[config.mk]
export PLATFORM = sky130hd
export DESIGN_NAME = writeback_arbiter
export DESIGN_NICKNAME = d
export VERILOG_FILES = /design/src/rtl/wb_pkg.sv /design/src/rtl/wb_fifo.sv /design/src/rtl/writeback_arbiter.sv
export SDC_FILE = /design/constraint.sdc
export NUM_CORES = 1
export LEC_CHECK = 0
export CAP_MARGIN = 20
export CORE_MARGIN = 3
export CORE_UTILIZATION = 48
export CTS_CLUSTER_DIAMETER = 40
export DETAILED_ROUTE_END_ITERATION = 10
export GPL_ROUTABILITY_DRIVEN = 0
export GPL_TIMING_DRIVEN = 0
export PLACE_DENSITY_LB_ADDON = 0.1
export SLEW_MARGIN = 20
export SYNTH_ARGS = -nofsm -noshare
export SYNTH_HDL_FRONTEND = slang
export SYNTH_HIERARCHICAL = 1
export SYNTH_SLANG_ARGS = --single-unit
[constraint.sdc]
create_clock -name clock -period 2.33 [get_ports clock]
set_input_delay 0.233 -clock clock [delete_from_list [all_inputs] [get_ports clock]]
set_output_delay 0.233 -clock clock [all_outputs]
set_load 0.1 [all_outputs]
[src/rtl/wb_pkg.sv]
// Shared types for the writeback arbiter slice.
// Entry layout and source encoding used by the arbiter and its result FIFO.
package wb_pkg;

    localparam int WB_DATA_W = 32;
    localparam int WB_ADR_W  = 5;

    typedef enum logic [1:0] {
        WB_SRC_NONE,
        WB_SRC_ALU,
        WB_SRC_EXT
    } wb_src_e;

    typedef struct packed {
        logic [WB_ADR_W-1:0]  adr;
        logic [WB_DATA_W-1:0] value;
    } wb_entry_t;

    function automatic logic [31:0] sat_inc(input logic [31:0] v);
        return (&v) ? v : v + 32'd1;
    endfunction

endpackage

[src/rtl/wb_fifo.sv]
// Result FIFO for multi-cycle writeback entries.
// A push into a full FIFO is dropped even if a pop happens in the same cycle.
module wb_fifo
    import wb_pkg::*;
#(
    parameter int DEPTH = 4
) (
    input  logic      clock,
    input  logic      reset,
    input  logic      push,
    input  wb_entry_t din,
    input  logic      pop,
    output wb_entry_t dout,
    output logic      full,
    output logic      empty
);

    localparam int PW = $clog2(DEPTH);

    wb_entry_t     mem [DEPTH];
    logic [PW-1:0] wr_ptr;
    logic [PW-1:0] rd_ptr;
    logic [PW:0]   count;
    logic          do_push;
    logic          do_pop;

    assign do_push = push && !full;
    assign do_pop  = pop && !empty;

    always_ff @(posedge clock or posedge reset) begin
        if (reset) begin
            wr_ptr <= '0;
            rd_ptr <= '0;
            count  <= '0;
        end else begin
            if (do_push) wr_ptr <= wr_ptr + 1'b1;
            if (do_pop)  rd_ptr <= rd_ptr + 1'b1;
            count <= count + (PW+1)'(do_push) - (PW+1)'(do_pop);
        end
    end

    // Storage is not reset; occupancy alone decides validity.
    always_ff @(posedge clock) begin
        if (do_push) mem[wr_ptr] <= din;
    end

    assign dout  = mem[rd_ptr];
    assign full  = (count == (PW+1)'(DEPTH));
    assign empty = (count == '0);

endmodule

[src/rtl/writeback_arbiter.sv]
// Merges ALU and multi-cycle results onto the register bank write port.
// Optional WB_PERF_EN adds saturating write/stall performance counters.
module writeback_arbiter
    import wb_pkg::*;
#(
    parameter int DATA_W       = WB_DATA_W,
    parameter int ADR_W        = WB_ADR_W,
    parameter int DEPTH        = 4,
    parameter int STARVE_LIMIT = 8
) (
    input  logic                clock,
    input  logic                reset,
    input  logic                alu_valid,
    input  logic [ADR_W-1:0]    alu_adr,
    input  logic [DATA_W-1:0]   alu_value,
    output logic                alu_stall,
    input  logic                ext_valid,
    output logic                ext_ready,
    input  logic [ADR_W-1:0]    ext_adr,
    input  logic [DATA_W-1:0]   ext_value,
    input  logic                iss_valid,
    input  logic [ADR_W-1:0]    iss_adr,
    output logic [2**ADR_W-1:0] pending,
    output logic [ADR_W-1:0]    wadr,
    output logic [DATA_W-1:0]   wvalue,
    output logic                wenable
`ifdef WB_PERF_EN
    ,
    output logic [31:0]         perf_alu_wr,
    output logic [31:0]         perf_ext_wr,
    output logic [31:0]         perf_stall
`endif
);

    localparam int NREG = 2**ADR_W;
    localparam int CW   = $clog2(STARVE_LIMIT + 1);

    wb_entry_t       ext_in;
    wb_entry_t       head;
    logic            full;
    logic            empty;
    logic            pop;
    wb_src_e         sel;
    logic [CW-1:0]   starve_cnt;
    logic [CW-1:0]   starve_nxt;
    logic            stall_nxt;
    logic [NREG-1:0] pending_nxt;

    assign ext_in    = '{adr: ext_adr, value: ext_value};
    assign ext_ready = !full;

    wb_fifo #(
        .DEPTH (DEPTH)
    ) u_fifo (
        .clock (clock),
        .reset (reset),
        .push  (ext_valid),
        .din   (ext_in),
        .pop   (pop),
        .dout  (head),
        .full  (full),
        .empty (empty)
    );

    // ALU has priority unless the starvation stall is active.
    always_comb begin
        sel = WB_SRC_NONE;
        if (alu_valid && !alu_stall) begin
            sel = WB_SRC_ALU;
        end else if (!empty) begin
            sel = WB_SRC_EXT;
        end
    end

    assign pop = (sel == WB_SRC_EXT);

    always_comb begin
        starve_nxt = starve_cnt;
        stall_nxt  = 1'b0;
        if (pop || empty) begin
            starve_nxt = '0;
        end else if (sel == WB_SRC_ALU) begin
            starve_nxt = starve_cnt + 1'b1;
            stall_nxt  = (starve_cnt == CW'(STARVE_LIMIT - 1));
        end
    end

    // Clear before set so a same-cycle issue to the committed register wins.
    always_comb begin
        pending_nxt = pending;
        if (pop) begin
            pending_nxt[head.adr] = 1'b0;
        end
        if (iss_valid && (iss_adr != '0)) begin
            pending_nxt[iss_adr] = 1'b1;
        end
    end

    always_ff @(posedge clock or posedge reset) begin
        if (reset) begin
            alu_stall  <= 1'b0;
            starve_cnt <= '0;
            pending    <= '0;
            wadr       <= '0;
            wvalue     <= '0;
            wenable    <= 1'b0;
        end else begin
            alu_stall  <= stall_nxt;
            starve_cnt <= starve_nxt;
            pending    <= pending_nxt;
            unique case (sel)
                WB_SRC_ALU: begin
                    wadr    <= alu_adr;
                    wvalue  <= alu_value;
                    wenable <= (alu_adr != '0);
                end
                WB_SRC_EXT: begin
                    wadr    <= head.adr;
                    wvalue  <= head.value;
                    wenable <= (head.adr != '0);
                end
                default: begin
                    wenable <= 1'b0;
                end
            endcase
        end
    end

`ifdef WB_PERF_EN
    always_ff @(posedge clock or posedge reset) begin
        if (reset) begin
            perf_alu_wr <= '0;
            perf_ext_wr <= '0;
            perf_stall  <= '0;
        end else begin
            if (sel == WB_SRC_ALU) perf_alu_wr <= sat_inc(perf_alu_wr);
            if (sel == WB_SRC_EXT) perf_ext_wr <= sat_inc(perf_ext_wr);
            if (alu_stall)         perf_stall  <= sat_inc(perf_stall);
        end
    end
`endif

endmodule
Word level (Yosys, flattened, before mapping)
Memories as Yosys holds them, arrays and structs flattened.
Cells that the tools add are included.
Widths: inputs -> output; s select.

operators by class
  add/subtract/negate cells = 5
  order comparisons = 4
  equal/unequal tests = 4
  muxes and demuxes = 17
  bitwise gates (word level) = 3
  reductions and logical operators = 16

operators with widths
  operator             number
  $mux 32              2
  $pmux 32 s2          1
  $and 32x32->32       1
  $not 32->32          1
  $or 32x32->32        1
  $reduce_bool 5->1    3
  $lt 5x6->1 const B   2
  $demux 1 s5          2
  $ge 5x1->1 const B   2
  $pmux 5 s2           1
  $mux 4               2
  $logic_and 1x1->1    6
  $mux 1               6
  $add 2x1->2 const B  2
  $add 4x1->4 const B  1
  $eq 4x3->1 const B   1
  $mux 2               2
  $reduce_bool 2->1    2
  $add 3x1->3          1
  $eq 3x3->1 const B   1
  $logic_not 1->1      3
  $logic_not 3->1      1
  $sub 3x1->3          1
  $eq 2x1->1 const B   1
  3 further kinds      3

word-level totals
  bits in registers = 82
  bits in writable memories = 148
  input port bits = 84
  output and inout bits = 72
  word-level logic and storage cells = 59
  memories = 1

memory list
  memory      words  width  read ports  clocked after memory_dff  wr ports  line           text
  u_fifo.mem  4      37     1           0                         1         wb_fifo.sv:20  wb_entry_t mem [DEPTH];

Longest topological paths before layout
Gate-level depths: netlist (run 1).
An unclocked memory read counts as a cell.

  word-level depth = 10
  mapped depth = 12
  gate-level depth less buffers = 10

Cells and area by module
Netlist (run 1), hierarchy kept.

by module, submodules not included
  module             instances  cells each  area each (µm²)
  wb_fifo            1          235         5,800.6
  writeback_arbiter  1          326         3,487.1

Worst setup path before layout (run 1)
Ideal clock, no wire load.

  kind = register to register
  start point = register alu_stall
  end point = register u_fifo.count[2]
  arrival = 2.651 ns
  data required time = 2.207 ns
  setup slack = -0.444 ns
  cell stages (with the launch flop) = 13
  buffers on the path = 2
  period minus slack after synthesis = 2.774 ns
  cell sequence = dfrtp_1 nor2b_1 buf_2 buf_2 nor2_1 o31ai_1 inv_1 ha_1 inv_1 ha_1 fa_1 xnor2_1 xnor2_1

on the way
  cells in the longest elaborated chain, start to end = 6

RTL lines
  element                  line                      text
  from (decl)              writeback_arbiter.sv:16   output logic alu_stall,
  from (signal assigned)   writeback_arbiter.sv:108  alu_stall <= stall_nxt;
  $logic_not 1->1          writeback_arbiter.sv:68   if (alu_valid && !alu_stall) begin
  $logic_and 1x1->1        writeback_arbiter.sv:68
  $mux 2                   writeback_arbiter.sv:68
  $eq 2x2->1               writeback_arbiter.sv:75   assign pop = (sel == WB_SRC_EXT);
  named net pop            writeback_arbiter.sv:42   logic pop;
  $logic_and 1x1->1        wb_fifo.sv:28             assign do_pop = pop && !empty;
  named net u_fifo.do_pop  wb_fifo.sv:25             logic do_pop;
  $sub 3x1->3              wb_fifo.sv:38             count <= count + (PW+1)'(do_push) - (PW+1)'(do_pop);
  to (signal assigned)     wb_fifo.sv:38
  to (decl)                wb_fifo.sv:23             logic [PW:0] count;

The timed path passes the listed nets, and every way through them passes these cells.
A chain may end at the register's enable or synchronous reset.

Worst setup path after layout (run 1)
  start point = register u_fifo.count[2]
  end point = register u_fifo.count[2]

on the way
  cells in the longest elaborated chain, start to end = 6
  elaborated cells on any way between the ends = 11
  classes of those cells = 2 x add/sub; 2 x eq/ne; 2 x mux; 5 x reduce/logical

RTL lines
  element                  line                     text
  $logic_not 3->1          wb_fifo.sv:49            assign empty = (count == '0);
  named net empty          writeback_arbiter.sv:41  logic empty;
  $mux 2                   writeback_arbiter.sv:70  end else if (!empty) begin
  $mux 2                   writeback_arbiter.sv:68
  $eq 2x2->1               writeback_arbiter.sv:75
  named net pop            writeback_arbiter.sv:42
  $logic_and 1x1->1        wb_fifo.sv:28
  named net u_fifo.do_pop  wb_fifo.sv:25
  $sub 3x1->3              wb_fifo.sv:38

The timed path passes the listed nets, and every way through them passes these cells.

==> results of run 1 <==
==> where the power goes <==
group	leakage [nW]	switching [W]	internal (W)
Clock	0.584	0.00181	0.00350
Sequential	2.34	0.000495	0.00552
Combinational	1.66	0.00632	0.00287
==> cell families after synthesis <==
group | count (synthesis)
fa+ha+maj | 8
flops | 230
simple gates | 115
compound gates | 91
xor+xnor | 6
mux | 73
buf+inv | 38
==> repair_timing <==
| item | in CTS | in global routing |
|---|---|---|
| gates resized for setup | 14 | 11 |
| hold buffers | 0 | 0 |
| buffers inserted | 10 | 0 |
| pin swaps | 3 | 3 |
| endpoints found under the setup margin | 13 | 20 |
==> final timing paths <==
check                                     startpoint                      endpoint  slack [ns]  cells after the start
max reg2reg                u_fifo/count[2]$_DFF_PP0_     u_fifo/count[2]$_DFF_PP0_        0.02                     12
min in group clock                        iss_adr[4]         pending[28]$_DFF_PP0_        0.23                      3
min                                            reset  u_fifo/wr_ptr[1]$_DFFE_PP0P_        0.07                      2
min reg2reg                starve_cnt[3]$_DFFE_PP0P_           alu_stall$_DFF_PP0_        0.45                      1
max                        u_fifo/count[2]$_DFF_PP0_     u_fifo/count[2]$_DFF_PP0_        0.02                     12
max in group asynchronous                      reset           alu_stall$_DFF_PP0_        1.55                      3
==> sequential cells by signal, summed over array words and instances, names as in the netlist <==
signal         count
u_fifo/mem       148
pending           32
wadr               5
u_fifo/wr_ptr      2
wvalue            32
starve_cnt         4
alu_stall          1
wenable            1
u_fifo/count       3
u_fifo/rd_ptr      2
==> routing by layer <==
layer  vias to the layer above  GRT usage, %
met5                         -             0
met4                         2          6.60
met3                        37          5.18
met2                       207          33.6
met1                      2920          27.6
li1                       2624             -
==> worst reg2reg max path, delay by kind of cell, from the launching register on <==
family,cells,cell delay (ns)
adders and majority gates,3,0.79
buffers and inverters,4,0.39
xor gates and xnor gates,2,0.26
and+or+nand+nor,2,0.26
DFF,1,0.43
AOI/OAI and AO/OA,1,0.06
==> per-stage QoR <==
step                      setup slack, ns  setup TNS [ns]
after global placement              -1.49         -185.87
final                              0.0161               0
after floorplan                   -0.0936         -0.0936
after global routing              -0.0726         -0.0726
after detailed placement           -0.415           -1.41
after CTS                         -0.0276         -0.0276
==> placed cells by master, fill, tap and decap left out, types with 4 or more instances in the layout <==
cell and instances:
nand4_1 15, clkbuf_16 37, mux2i_1 36, o2bb2ai_1 4, o41ai_2 6, buf_2 8, nor2_1 6, mux4_2 37
nand2_1 44, o41ai_1 10, edfxtp_1 148, o21ai_0 45, buf_6 5, and3b_2 4, nor3b_1 4, clkbuf_1 16
inv_1 8, clkinv_4 4, nor2b_1 4, buf_12 7, ha_1 6, clkdlybuf4s50_1 153, bufinv_16 5, o21ai_1 8
dfrtp_2 5, buf_4 12, a22o_1 11, nand2b_1 8, dfrtp_1 77, nor3_1 5, xnor2_1 4
==> area by class of cell <==
cell class / count / area [um2]
buffer: 29 / 208
clock buffer: 43 / 958
clock inverter: 19 / 253
fill: 1283 / 6160
inverter: 9 / 36.3
multi-input combinational: 293 / 2670
sequential: 230 / 6500
tap: 260 / 325
timing repair buffer: 169 / 1710
==> results.json, run 1 <==
{
  "status": "complete, no violations",
  "grt_use_total_pct": 20.6,
  "rows": 50,
  "finalPower_w": 0.0205,
  "synth_area_leaders": "edfxtp_1, dfrtp_1, mux4_2, mux2i_1, o21ai_0",
  "wl_met3_um": 1480,
  "fin_crit_sh_pct": 99.3,
  "peakVddDrop_uv": 954,
  "end_kind": "flip-flop",
  "synthCells": 561,
  "final_area_um2": 12700,
  "synthAdderAreaFrac_pct": 1.16,
  "path_delay_family": "adder cells",
  "max-cap-violations": 0,
  "leakagePower_nw": 4.59,
  "synth_mux_area_share_pct": 12.9,
  "tritoncts": "done",
  "start_util_pct": 49.3,
  "yosysWarnings": 6,
  "path_class": "flip-flop to flip-flop",
  "min_period_ns": 2.31,
  "top_layer": "met5",
  "synth_area_um2": 9290,
  "async_reset_ff_share_pct": 35.7,
  "place_inst": 980,
  "synth_compound_area_share_pct": 6.59,
  "fin_util_pct": 67.3,
  "ant_nets": 0,
  "wirelength_um": 21500,
  "min_path_type": "input port to asynchronous set/reset pin",
  "worstPathCellList": "nor3_4, buf_6, buf_12, nor2_4, o31ai_4, inv_1, ha_1, inv_1, ha_2, fa_2, xnor2_2, xnor2_1",
  "worstPathRequired_ns": 2.70,
  "grt_pass1_wl_um": 34200,
  "placement.cell_area_um2": 11300,
  "via_per_inst": 5.50,
  "path_common_cell": "inv_1",
  "drive_above_1_share_pct": 19.9,
  "timing_worst_slew_pin_value_ns": 1.04,
  "slowest_stage": "dfrtp_2",
  "p_per_area_nw_per_um2": 1620,
  "drtIter0Drc": 367,
  "antenna_cells": 0,
  "cp_max_fo": 10,
  "root_buffer": "clkbuf_16",
  "htree_levels": 2,
  "syn2layout_area_growth_pct": 36.4,
  "clk_pin_slew_ns": 0.05,
  "numCtsBuffers": 34,
  "worst-path-buf-inv": 4,
  "dieWidth_um": 145,
  "final_cells": 1052,
  "critPathLaunchType": "flip-flop",
  "yosys.area.top_type_share_pct": 47.9,
  "nets": 858,
  "grt_max_degree": 40,
  "drc": 0,
  "wl_met2_um": 10400,
  "synth_commonest_cells": "edfxtp_1, dfrtp_1, o21ai_0",
  "slowest_delay_ns": 0.43,
  "m1WireLength_um": 9140,
  "core_area_um2": 18800,
  "finalSetupViolCount": 0,
  "synth_fp_nets": 653,
  "synth_edf_count": 148,
  "crit_arrival_ns": 2.68,
  "ys_ff_latch": 230,
  "grt_pass1_vias": 6175,
  "portBuffers": 154,
  "yosysTopAreaCell": "edfxtp_1",
  "via_count": 5790,
  "first_pass_iters": 4,
  "synth_ff_type": "edfxtp_1",
  "clock_latency_ns": 0.49,
  "rsz0062_at_grt": "yes",
  "die-height_um": 145,
  "clock.fmax_mhz": 432,
  "hold_viol": 0,
  "seq_area_frac_synth_pct": 69.9,
  "synth_xor_area_share_pct": 0.566,
  "synthSimpleGateAreaFrac_pct": 6.72,
  "cts_sinks": 230,
  "die-area_um2": 21100,
  "fin_skew_ns": 0.0102,
  "ys_types": 44,
  "clockBufferDepth": 3,
  "antenna_found_initial": 1,
  "ios": 156,
  "slew-limit-headroom_pct": 30.7,
  "hpwl_um": 14200,
  "worst_hold_slack_ns": 0.0676,
  "synth_top_family_by_area": "multiplexers",
  "drv_slew": 0,
  "overflow": 0,
  "wire_per_inst_um": 20.5,
  "postSynthAreaPerCell_um2": 16.6,
  "synth_most_common_cell": "edfxtp_1"
}
Note: power is estimated with default switching activity, not from simulation.
==> run 2: changes to the inputs <==
- CTS_CLUSTER_DIAMETER: 40 -> unset
- SYNTH_HIERARCHICAL: 1 -> unset
==> run 2 against run 1 <==
  * Sequential share of layout area is 3.5 points higher
  * Combinational power is 8.2% lower
  * Critical path type is now flip-flop to output port
  * Largest cell class unchanged
  * Non-clock buffer count is 4 lower
==> results.json, run 2 <==
{
  "antenna_found_initial": 0,
  "p_per_area_nw_per_um2": 1520,
  "synth_fp_nets": 668,
  "synth_mux_area_share_pct": 13.4,
  "final_common_cell": "clkdlybuf4s50_1",
  "nets": 861,
  "min_period_ns": 2.27,
  "regMostFlops": "u_fifo.mem",
  "via_count": 5533,
  "synth_ff_type": "edfxtp_1",
  "max-cap-violations": 0,
  "clockBufferDepth": 3,
  "largest_register_ffs": 148,
  "drv_slew": 0,
  "die-area_um2": 20600,
  "cp.depth": 1,
  "finalSetupViolCount": 0,
  "ios": 156,
  "overflow": 0,
  "wire_per_inst_um": 20.5,
  "numCtsBuffers": 24,
  "ant_nets": 0,
  "min_path_type": "input port to asynchronous set/reset pin",
  "critPathLaunchType": "flip-flop",
  "synth_commonest_cells": "edfxtp_1, nand2_1, dfrtp_1",
  "die-height_um": 144,
  "placement.cell_area_um2": 11000,
  "postSynthAreaPerCell_um2": 15.8,
  "peakVddDrop_uv": 763,
  "syn2layout_area_growth_pct": 30.4,
  "worstPathCellList": "clkdlybuf4s50_1",
  "rsz0062_at_grt": "no",
  "worstPathRequired_ns": 2.10,
  "finalPower_w": 0.0180,
  "fin_crit_sh_pct": 97.6,
  "path_delay_family": "buffers and inverters",
  "ff2ff_path_depth": 10,
  "hold_buffers": 0,
  "place_inst": 963,
  "synth_most_common_cell": "edfxtp_1",
  "grt_max_degree": 38,
  "path_class": "flip-flop to output port",
  "final_cell_mix": "clkdlybuf4s50_1, edfxtp_1, nand2_1",
  "start_util_pct": 49.7,
  "antenna_cells": 0,
  "seq_area_frac_synth_pct": 71.5,
  "cts_sinks": 230,
  "cp_max_fo": 2,
  "ys_types": 36,
  "yosys.area.top_type_share_pct": 48.9,
  "clock.fmax_mhz": 440,
  "hpwl_um": 13800,
  "hold_viol": 0,
  "grt_pass1_vias": 5773,
  "htree_levels": 1,
  "yosysWarnings": 0,
  "leakagePower_nw": 4.59,
  "reg_top3": "u_fifo.mem: 148 flops, pending: 32 flops, wvalue: 32 flops",
  "yosysTopAreaCell": "edfxtp_1",
  "first_pass_iters": 4,
  "worst_hold_slack_ns": 0.0857,
  "synth_top_family_by_area": "multiplexers",
  "clock_latency_ns": 0.51,
  "drc": 0,
  "synth_area_leaders": "edfxtp_1, dfrtp_1, mux4_2, nand2_1, mux2i_1",
  "timing_worst_slew_pin_value_ns": 1.09,
  "portBuffers": 155,
  "core_area_um2": 18300,
  "async_reset_ff_share_pct": 35.7,
  "synthAdderAreaFrac_pct": 1.18,
  "ys_ff_latch": 230,
  "end_kind": "output port",
  "drtIter0Drc": 259,
  "rrSetupSlack_ns": 0.10,
  "final_area_um2": 11800,
  "tritoncts": "done",
  "wirelength_um": 20900,
  "dieWidth_um": 144,
  "synthCells": 576,
  "fin_skew_ns": 0.00747,
  "synth_xor_area_share_pct": 0.675,
  "synthSimpleGateAreaFrac_pct": 7.52,
  "synth_compound_area_share_pct": 4.02,
  "slew-limit-headroom_pct": 27.4,
  "slowest_delay_ns": 1.17,
  "worst-path-buf-inv": 1,
  "drive_above_1_share_pct": 13.2,
  "via_per_inst": 5.45,
  "reg2reg_to": "u_fifo.count[2]$_DFF_PP0_",
  "crit_arrival_ns": 2.04,
  "grt_use_total_pct": 20.2,
  "synth_edf_count": 148,
  "grt_pass1_wl_um": 31900,
  "slowest_stage": "clkdlybuf4s50_1",
  "worstReg2RegStart": "alu_stall$_DFF_PP0_",
  "crit_start": "wvalue[26]$_DFFE_PP0P_",
  "status": "complete, no violations",
  "synth_area_um2": 9080,
  "final_cells": 1016,
  "clk_pin_slew_ns": 0.06,
  "rows": 49,
  "root_buffer": "clkbuf_16",
  "num-fill-cells": 1354
}
[run 2: how the worst max path moves through the flow]
stage	endpoint	slack, ns
after global routing	pending[10]$_DFF_PP0_	0.002
after detailed placement	u_fifo.count[2]$_DFF_PP0_	-0.52
after floorplan	u_fifo.count[2]$_DFF_PP0_	-0.08
after global placement	u_fifo.count[2]$_DFF_PP0_	-0.43
after CTS	wadr[4]	0.03
final	wvalue[26]	0.06
[run 2: routing by layer]
metal	track usage [%]	part of all wire, %	wire (um)
met5	0	0	0
met4	3.82	1.6	337
met3	3.89	6.0	1250
met2	34.7	50	10400
met1	27.3	42	8820
[run 2: through the flow]
step	TNS (ns)	utilization, %	worst slack [ns]
after floorplan	-0.0831	-	-0.0831
after global placement	-5.59	59.8	-0.426
after detailed placement	-6.67	60.2	-0.515
after CTS	0	64.4	0.0275
after global routing	0	64.8	0.00249
final	0	64.8	0.0562
[run 2: repair_timing]
item / 4_1_cts / 5_1_grt
pin swaps: 0 / 1
setup buffers: 3 / 5
setup endpoints to repair: 3 / 5
cloned: 0 / 1
resized for setup: 4 / 5
[run 2: area by class of cell]
class	instances	area [um2]	area share [%]
sequential	230	6500	54.8
multi-input combinational	311	2480	21.0
timing repair buffer	166	1680	14.2
clock buffer	37	711	6.00
tap	229	287	2.42
buffer	28	126	1.07
inverter	8	33.8	0.285
clock inverter	7	31.3	0.264
[run 2: cells by family (layout without fill, tap and decap cells)]
| family | Yosys count | count (layout) |
|---|---|---|
| compound gates | 71 | 71 |
| xor+xnor | 7 | 7 |
| fa+ha+maj | 8 | 8 |
| buf+inv | 36 | 246 |
| flops | 230 | 230 |
| mux | 75 | 76 |
| simple gates | 149 | 149 |
[run 2: report_power, final]
group	internal, W	switching [W]
Sequential	0.00553	0.000501
Clock	0.00209	0.00147
Combinational	0.00247	0.00597
Total	0.0101	0.00794
